--- src/rtl/smc_pkg.sv ---
// Shared types and constants for the SMC sequential controller.
// Holds the FSM encoding, widths, sentinels and the output weighting.
package smc_pkg;

    typedef enum logic [1:0] {
        IDLE = 2'd0,
        LOAD = 2'd1,
        CALC = 2'd2,
        OUT  = 2'd3
    } smc_state_t;

    localparam int VTH   = 1;
    localparam int TR_W  = 3;
    localparam int RES_W = 7;
    localparam int OUT_W = 10;

    localparam logic [RES_W-1:0] RES_MIN = 7'd0;
    localparam logic [RES_W-1:0] RES_MAX = 7'd127;

    typedef struct packed {
        logic [TR_W-1:0] w;
        logic [TR_W-1:0] vgs;
        logic [TR_W-1:0] vds;
    } smc_tr_t;

    // Weighted mean for current mode, plain sum for gm mode.
    function automatic logic [OUT_W-1:0] smc_weight(
        input logic [RES_W-1:0] a,
        input logic [RES_W-1:0] b,
        input logic [RES_W-1:0] c,
        input logic             cur
    );
        logic [11:0] s;
        if (cur) begin
            s = 12'd3 * 12'(a) + 12'd4 * 12'(b) + 12'd5 * 12'(c);
            return OUT_W'(s / 12'd12);
        end else begin
            s = 12'(a) + 12'(b) + 12'(c);
            return OUT_W'(s);
        end
    endfunction

endpackage

--- src/rtl/smc_cell.sv ---
// Combinational transistor cell: drain current or transconductance.
// Full product is formed before the floor division by three.
module smc_cell
    import smc_pkg::*;
(
    input  logic [TR_W-1:0]  i_w,
    input  logic [TR_W-1:0]  i_vgs,
    input  logic [TR_W-1:0]  i_vds,
    input  logic             i_sel_current,
    output logic [RES_W-1:0] o_res
);

    logic [TR_W-1:0] w_ov;
    logic            w_triode;
    logic [9:0]      w_w10;
    logic [9:0]      w_ov10;
    logic [9:0]      w_vds10;
    logic [9:0]      w_i_tri;
    logic [9:0]      w_i_sat;
    logic [9:0]      w_gm;
    logic [9:0]      w_num;

    assign w_ov = (i_vgs > TR_W'(VTH)) ? i_vgs - TR_W'(VTH) : '0;
    assign w_triode = w_ov > i_vds;

    assign w_w10   = 10'(i_w);
    assign w_ov10  = 10'(w_ov);
    assign w_vds10 = 10'(i_vds);

    // Triode term is only selected when ov > V_DS, so it never goes negative.
    assign w_i_tri = w_w10 * (10'd2 * w_ov10 * w_vds10 - w_vds10 * w_vds10);
    assign w_i_sat = w_w10 * w_ov10 * w_ov10;
    assign w_gm    = 10'd2 * w_w10 * (w_triode ? w_vds10 : w_ov10);

    assign w_num = i_sel_current ? (w_triode ? w_i_tri : w_i_sat) : w_gm;
    assign o_res = RES_W'(w_num / 10'd3);

endmodule

--- src/rtl/smc_seq_ctrl.sv ---
// Serial front end and scheduler for the SMC current calculator.
// One shared cell walks the stored group and keeps the three extremes.
module smc_seq_ctrl
    import smc_pkg::*;
#(
    parameter int NUM_TR = 6
) (
    input  logic             clk,
    input  logic             rst_n,
    input  logic             in_valid,
    input  logic [TR_W-1:0]  W,
    input  logic [TR_W-1:0]  V_GS,
    input  logic [TR_W-1:0]  V_DS,
    input  logic [1:0]       mode,
    output logic             out_valid,
    output logic [OUT_W-1:0] out_n
);

    localparam int IDX_W = (NUM_TR > 1) ? $clog2(NUM_TR) : 1;
    localparam logic [IDX_W-1:0] LAST = IDX_W'(NUM_TR - 1);

    smc_state_t       r_state;
    smc_state_t       w_state_nxt;
    logic [IDX_W-1:0] r_idx;
    logic [1:0]       r_mode;
    smc_tr_t          r_store [NUM_TR];
    logic [RES_W-1:0] r_n0, r_n1, r_n2;
    logic [RES_W-1:0] w_n0, w_n1, w_n2;
    logic             r_out_valid;
    logic [OUT_W-1:0] r_out_n;
    logic             w_ov_nxt;
    logic [OUT_W-1:0] w_on_nxt;
    logic             w_first;
    logic             w_load;
    logic             w_last;
    smc_tr_t          w_cur;
    logic [RES_W-1:0] w_res;

    assign w_first = (r_state == IDLE) && in_valid;
    assign w_load  = (r_state == LOAD) && in_valid;
    assign w_last  = (r_idx == LAST);
    assign w_cur   = r_store[r_idx];

    smc_cell u_cell (
        .i_w           (w_cur.w),
        .i_vgs         (w_cur.vgs),
        .i_vds         (w_cur.vds),
        .i_sel_current (r_mode[0]),
        .o_res         (w_res)
    );

    // State register.
    always_ff @(posedge clk or negedge rst_n) begin
        if (!rst_n) r_state <= IDLE;
        else        r_state <= w_state_nxt;
    end

    // Next-state logic.
    always_comb begin
        w_state_nxt = r_state;
        unique case (r_state)
            IDLE: if (in_valid) w_state_nxt = (NUM_TR == 1) ? CALC : LOAD;
            LOAD: if (in_valid && w_last) w_state_nxt = CALC;
            CALC: if (w_last) w_state_nxt = OUT;
            OUT:  w_state_nxt = IDLE;
            default: w_state_nxt = IDLE;
        endcase
    end

    // Output decode: strobe and weighted value for the coming OUT cycle.
    always_comb begin
        w_ov_nxt = (w_state_nxt == OUT);
        w_on_nxt = '0;
        if (w_ov_nxt) w_on_nxt = smc_weight(w_n0, w_n1, w_n2, r_mode[0]);
    end

    // Output registers keep the pins free of input-to-output paths.
    always_ff @(posedge clk or negedge rst_n) begin
        if (!rst_n) begin
            r_out_valid <= 1'b0;
            r_out_n     <= '0;
        end else begin
            r_out_valid <= w_ov_nxt;
            r_out_n     <= w_on_nxt;
        end
    end

    assign out_valid = r_out_valid;
    assign out_n     = r_out_n;

    // Index counter: beat slot during loading, evaluation slot in CALC.
    always_ff @(posedge clk or negedge rst_n) begin
        if (!rst_n) begin
            r_idx <= '0;
        end else if (w_first) begin
            r_idx <= (NUM_TR == 1) ? '0 : IDX_W'(1);
        end else if (w_load || r_state == CALC) begin
            r_idx <= w_last ? '0 : r_idx + IDX_W'(1);
        end else if (r_state == OUT) begin
            r_idx <= '0;
        end
    end

    // Parameter storage and first-beat mode latch.
    always_ff @(posedge clk or negedge rst_n) begin
        if (!rst_n) begin
            r_mode <= '0;
            for (int i = 0; i < NUM_TR; i++) r_store[i] <= '0;
        end else if (w_first) begin
            r_mode     <= mode;
            r_store[0] <= '{w: W, vgs: V_GS, vds: V_DS};
        end else if (w_load) begin
            r_store[r_idx] <= '{w: W, vgs: V_GS, vds: V_DS};
        end
    end

    // Sorted insertion; strict compares let earlier equal entries stay higher.
    always_comb begin
        w_n0 = r_n0;
        w_n1 = r_n1;
        w_n2 = r_n2;
        if (r_mode[1]) begin
            if (w_res > r_n0) begin
                w_n0 = w_res; w_n1 = r_n0; w_n2 = r_n1;
            end else if (w_res > r_n1) begin
                w_n1 = w_res; w_n2 = r_n1;
            end else if (w_res > r_n2) begin
                w_n2 = w_res;
            end
        end else if (w_res < r_n0) begin
            if (w_res > r_n1) begin
                w_n0 = w_res; w_n1 = r_n1; w_n2 = r_n2;
            end else if (w_res > r_n2) begin
                w_n0 = r_n1; w_n1 = w_res; w_n2 = r_n2;
            end else begin
                w_n0 = r_n1; w_n1 = r_n2; w_n2 = w_res;
            end
        end
    end

    // Sorted list: seeded with the sentinel at group start, updated in CALC.
    always_ff @(posedge clk or negedge rst_n) begin
        if (!rst_n) begin
            r_n0 <= '0;
            r_n1 <= '0;
            r_n2 <= '0;
        end else if (w_first) begin
            r_n0 <= mode[1] ? RES_MIN : RES_MAX;
            r_n1 <= mode[1] ? RES_MIN : RES_MAX;
            r_n2 <= mode[1] ? RES_MIN : RES_MAX;
        end else if (r_state == CALC) begin
            r_n0 <= w_n0;
            r_n1 <= w_n1;
            r_n2 <= w_n2;
        end
    end

endmodule

--- config.mk ---
export PLATFORM = sky130hd
export DESIGN_NAME = smc_seq_ctrl
export DESIGN_NICKNAME = d
export VERILOG_FILES = /design/src/rtl/smc_pkg.sv /design/src/rtl/smc_cell.sv /design/src/rtl/smc_seq_ctrl.sv
export SDC_FILE = /design/constraint.sdc
export NUM_CORES = 1
export LEC_CHECK = 0
export CAP_MARGIN = 20
export CORE_ASPECT_RATIO = 1.1
export CORE_MARGIN = 2
export CORE_UTILIZATION = 55
export DETAILED_ROUTE_END_ITERATION = 10
export HOLD_SLACK_MARGIN = 0.06
export PLACE_DENSITY = 0.76
export SLEW_MARGIN = 10
export SYNTH_ARGS = -nofsm -noshare
export SYNTH_HDL_FRONTEND = slang
export SYNTH_SLANG_ARGS = --single-unit
--- constraint.sdc ---
create_clock -name clk -period 38 [get_ports clk]
set_input_delay 7.6 -clock clk [delete_from_list [all_inputs] [get_ports clk]]
set_output_delay 7.6 -clock clk [all_outputs]
set_load 0.01 [all_outputs]
==> reports/qor.yml, run 1 <==
outcome:
  outcome: "complete, no violations"
timing:
  fin_hold_ws_ns: 0.5107
  worst_pin_slew_ns: 1.019
  slew_headroom_pct: 31.85
  fmax_mhz: 51.53
  report.final.slew_viol_count: 0
  fin_crit_ns: 19.41
  setup_viol: 0
  fin_crit_sh_pct: 51.07
  hold_violations: 0
  rsz0062_at_grt: "false"
  fin_setup_tns_ns: 0
  clock_skew_ns: 0.01085
route:
  wl_met3_mm: 1.515
  drtPass1Iterations: 7
  final_antenna_net_count: 0
  vias: 9907
  wire_per_inst_um: 18.43
  met1Wirelength_mm: 12.14
  drt-total-wl_mm: 28.33
  drt_iter0_drc: 1066
  remaining_drc_errors: 0
  vias_per_cell: 6.446
  top_layer: "met4"
  wl_met2_mm: 13.59
clock_tree:
  cts_root_buf: "clkbuf_16"
  cts_setup_buffers: 0
  htreeDepth: 3
  cts.path.max_buffers: 2
  cts_tree: "yes"
  cts_made_buffers: 9
  clk_latency_ns: 0.36
  hold_buffers: 0
  cts_num_sinks: 92
  path_clk_slew_ns: 0.08
  cts_resized: 0
floorplan:
  die_h_um: 152.2
  fp.dieW_um: 138.7
  io-pin-count: 25
  initial_core_util_pct: 55.63
  rows: 54
  die_area_mm2: 0.02110
  core_area_mm2: 0.01973
worst_setup_path:
  endpoint: "out_n[0]"
  cp.arrival_ns: 19.64
  reg2reg_slack_ns: 18.59
  worst_r2r_endpoint: "out_n[0]"
  critPathBufInv: 8
  crit_type: "reg2reg"
  worstPathRequired_ns: 38.23
  r2r-start: "r_idx[1]"
  path_delay_family: "adder cells"
  critPathMostFrequentCell: "inv_1"
  crit_start: "r_idx[1]"
  cp-end-kind: "flop"
  cp_max_fo: 24
  startpoint_type: "flop"
  critical_path_depth: 71
  reg2regPathDepth: 71
  critPathMaxStageDelay_ns: 0.88
  critPathSlowestCell: "dfrtp_1"
global_route:
  grt_usage_pct: 27.05
  grt_overflow: 0
  grt_pass1_vias: 9810
  grt_pass1_wl_mm: 47.89
  grt_max_degree: 84
  antenna_found_initial: 0
logic_synthesis:
  synth_common_cells: "114 x inv_1, 113 x nand2_1, 94 x nor2_1, 92 x dfrtp_1, 90 x ha_1"
  synth_area_mm2: 0.01097
  synthArstFlopShare_pct: 100.0
  yosysTopAreaCell: "dfrtp_1"
  synth_top_cell_area_share_pct: 20.98
  synth_area_leaders: "dfrtp_1 21%, ha_1 10%, fa_1 8.2%"
  netlist_instances: 1283
  seq_area_frac_synth_pct: 20.98
  yosysWarnings: 0
  ys_types: 94
  synth_ff_type: "dfrtp_1"
  synth_most_common_cell: "inv_1"
  synth_nets: 1432
  synth_edf_count: 0
  ys_ff_latch: 92
  syn_avg_cell_area_um2: 8.554
finish:
  nets: 1429
  nFillCells: 1711
  layout-drive-gt1-share_pct: 11.13
  antenna_cells: 0
  stdcell_area_mm2: 0.01172
  areaGrowthSynthToFinish_pct: 6.818
  regArea_mm2: 0.002302
  multiInputGateArea_mm2: 0.008004
placed_design:
  portBuffers: 23
  gp_congestion: 0.9546
  place_area_mm2: 0.01137
  dpl.hpwl_mm: 21.31
worst_hold_path:
  hp-class: "reg2reg"
  holdPathStages: 1
  min_from: "r_store[39]"
flow_run:
  cap_violations: 0
==> how the worst min path moves through the flow <==
stage | to | slack (ns)
finish | r_store[39] | 0.51
global route | r_store[5] | 0.53
CTS | r_store[46] | 0.51
global placement | r_store[23] | 0.48
detailed placement | r_store[21] | 0.49
floorplan | r_store[32] | 0.47
==> routing by layer <==
layer	global-route usage, %	up-vias
met3	2.954	95
met2	46.25	423
li1	-	4652
met1	35.41	4737
met4	10.58	0
met5	0	-
==> cells by family after synthesis <==
| logic type | synth area share (%) |
|---|---|
| compound gates | 23.05 |
| xor+xnor | 3.591 |
| fa+ha+maj | 18.56 |
| buf+inv | 6.145 |
| flops | 20.98 |
| mux | 12.24 |
| other cells | 0.03417 |
| simple gates | 15.39 |
==> placed cells by master (no fill, tap or decap), drive strengths merged, types with 19 or more instances in the layout <==
cell,instances
a21oi,89
o211ai,19
clkdlybuf4s50,22
xnor2,29
fa,45
nand3,31
mux2i,45
nand2,114
nor3,35
dfrtp,92
o21ai,73
a22oi,20
nor2,94
inv,119
ha,90
mux2,71
a21o,27
==> flip-flops by register name (all words and copies together), names as in the netlist <==
| signal | count |
|---|---|
| r_n0 | 7 |
| r_mode | 2 |
| r_n2 | 7 |
| r_store | 54 |
| r_n1 | 7 |
| r_idx | 3 |
| r_state | 2 |
| out_n | 9 |
| out_valid | 1 |
==> area by class of cell <==
cell class                 count  share of cell area (%)
multi-input combinational   1024                   68.28
sequential                    92                   19.64
inverter                     117                   3.768
timing repair buffer          36                   2.946
tap                          252                   2.690
clock buffer                   9                   1.921
clock inverter                 7                  0.7578
==> metrics by stage <==
step                setup slack [ns]  util (%)  std cells
floorplan                      21.48         -       1283
global placement               19.49     57.61       1518
detailed placement             18.77     57.65       1519
CTS                            18.72     59.24       1535
global route                   17.23     59.42       1537
finish                         18.59     59.42       1537
Power of run 1 is not shown: default switching activity piles up to over one toggle a cycle in this logic, so the estimate is an artifact.
==> inputs of run 2 (changes only) <==
- PLACE_DENSITY: 0.76 -> 0.79
- clock period: 38 -> 17.15 ns (I/O delays scaled with it)
==> run 2 against run 1 <==
Net effect:
- sequential share of layout area down 0.89 points
- cell area increased by 4.9%
- die area stayed put
- highest routed layer unchanged
- critical endpoint is now out_n[1]
==> reports/qor.yml, run 2 (synthesized netlist as in run 1, its figures left out) <==
outcome:
  outcome: "complete, no violations"
floorplan:
  die_area_mm2: 0.02110  # unchanged
  fp.dieW_um: 138.7  # unchanged
  core_area_mm2: 0.01973  # unchanged
  io-pin-count: 25  # unchanged
  rows: 54  # unchanged
  initial_core_util_pct: 55.63  # unchanged
  die_h_um: 152.2  # unchanged
timing:
  fin_crit_ns: 16.45  # -2.958 ns
  worst_slack_ns: 0.7011  # -17.89 ns
  fin_crit_sh_pct: 95.91  # +45 points
  clock_skew_ns: 0.01187  # +0.001021 ns
  fmax_mhz: 60.79  # +18%
  setup_viol: 0  # unchanged
  hold_violations: 0  # unchanged
  worst_pin_slew_ns: 1.111  # +0.09262 ns
  slew_headroom_pct: 25.29  # -6.6 points
  report.final.slew_viol_count: 0  # unchanged
route:
  drt-total-wl_mm: 29.24  # +3.2%
  final_antenna_net_count: 0  # unchanged
  vias: 10080  # +1.8%
  vias_per_cell: 6.365  # -1.3%
  wire_per_inst_um: 18.46  # +0.16%
  drt_iter0_drc: 993  # -6.8%
  drtPass1Iterations: 6  # -1
  remaining_drc_errors: 0  # unchanged
worst_setup_path:
  cp.arrival_ns: 16.66  # -2.98 ns
  crit_type: "reg2reg"
  startpoint_type: "flop"
  cp-end-kind: "flop"
  cp_max_fo: 12  # -50%
  critPathSlowestCell: "fa_1"
  critPathMaxStageDelay_ns: 0.53  # -0.35 ns
  worstPathRequired_ns: 17.36  # -20.87 ns
clock_tree:
  clk_latency_ns: 0.35  # about the same
  cts.path.max_buffers: 2  # unchanged
  cts_root_buf: "clkbuf_16"
  cts_tree: "yes"
  cts_made_buffers: 9  # unchanged
  path_clk_slew_ns: 0.07  # about the same
  cts_num_sinks: 92  # unchanged
  hold_buffers: 0  # unchanged
  htreeDepth: 3  # unchanged
global_route:
  antenna_found_initial: 0  # unchanged
  grt_overflow: 0  # unchanged
  grt_max_degree: 48  # -43%
  grt_pass1_wl_mm: 47.85  # about the same
  grt_usage_pct: 26.98  # -0.074 points
  grt_pass1_vias: 9890  # +0.82%
finish:
  nets: 1476  # +3.3%
  regMostFlops: "r_store"
  nFillCells: 1622  # -5.2%
  layout-drive-gt1-share_pct: 17.57  # +6.4 points
  final_common_cell: "inv_1"
  antenna_cells: 0  # unchanged
  final_cell_mix: "113 x inv_1, 112 x nand2_1, 89 x nor2_1, 89 x dfrtp_1, 87 x ha_1"
  areaGrowthSynthToFinish_pct: 12.07
  largest_reg_flops: 54  # unchanged
placed_design:
  portBuffers: 23  # unchanged
  gp_congestion: 0.9209  # -3.5%
  dpl.hpwl_mm: 21.39  # +0.38%
  place_worst_setup_slack_ns: -0.3793  # -19.15 ns
worst_hold_path:
  hp-class: "reg2reg"
flow_run:
  cap_violations: 0  # unchanged
-- run 2: cell count changes in the layout (fill, tap and decap cells not counted), moves of 5 or more --
cell     delta
a21oi_2     +5
a21oi_1     -5
nor2_1      -5
nor2_2      +5
o21ai_0     -6
buf_4      +46
o21ai_1     +6
-- run 2: path summary, 6_finish.rpt --
path                       depth (start not counted)  slack (ns)       start          end
max                                               74        0.70    r_idx[2]     out_n[1]
min                                                1        0.51  r_store[9]   r_store[9]
max reg2reg                                       74        0.70    r_idx[2]     out_n[1]
min reg2reg                                        1        0.51  r_store[9]   r_store[9]
max in group asynchronous                          2       13.04       rst_n      r_n2[0]
min in group asynchronous                          1        3.07       rst_n  r_store[24]
-- run 2: cell type report --
class	count	area, um^2	share of cell area (%)
multi-input combinational	1024	8232	66.93
sequential	92	2306	18.75
timing repair buffer	83	688.2	5.595
inverter	117	441.7	3.591
tap	252	315.3	2.564
clock buffer	9	225.2	1.831
clock inverter	7	91.34	0.7426
-- run 2: per-layer routing --
metal / routed length (um) / vias up / GRT usage, %
li1: - / 4743 / -
met1: 12450 / 4902 / 35.24
met2: 14560 / 364 / 46.53
met3: 1429 / 73 / 3.017
met4: 806 / 0 / 9.861
met5: 0 / - / 0
-- run 2: critical path, delay by kind of cell (launching register included) --
family          cells  cell delay [ns]
mux                 5             1.25
compound gates     25             5.16
xor+xnor            5             1.01
fa+ha+maj          14             4.86
buf+inv            10             0.96
simple gates       15             2.56
flops               1             0.47
-- run 2: metrics by stage --
step / hold WS (ns) / area, um^2 / setup TNS, ns / utilization [%] / cells
final: 0.5131 / 12300 / 0 / 62.34 / 1584
after global routing: 0.5272 / 12300 / -0.4015 / 62.34 / 1584
after CTS: 0.5117 / 11940 / 0 / 60.53 / 1561
after detailed placement: 0.4921 / 11560 / -0.7757 / 58.60 / 1544
after global placement: 0.4834 / 11560 / 0 / 58.60 / 1544
after floorplan: 0.4712 / 10970 / 0 / - / 1283
-- run 2: what timing repair did --
| item | CTS | global route |
|---|---|---|
| buffers inserted | 1 | 23 |
| pin swaps | 1 | 14 |
| resized for setup | 13 | 49 |
| endpoints found under the setup margin | 3 | 6 |
Power of run 2 is left out for the same reason.
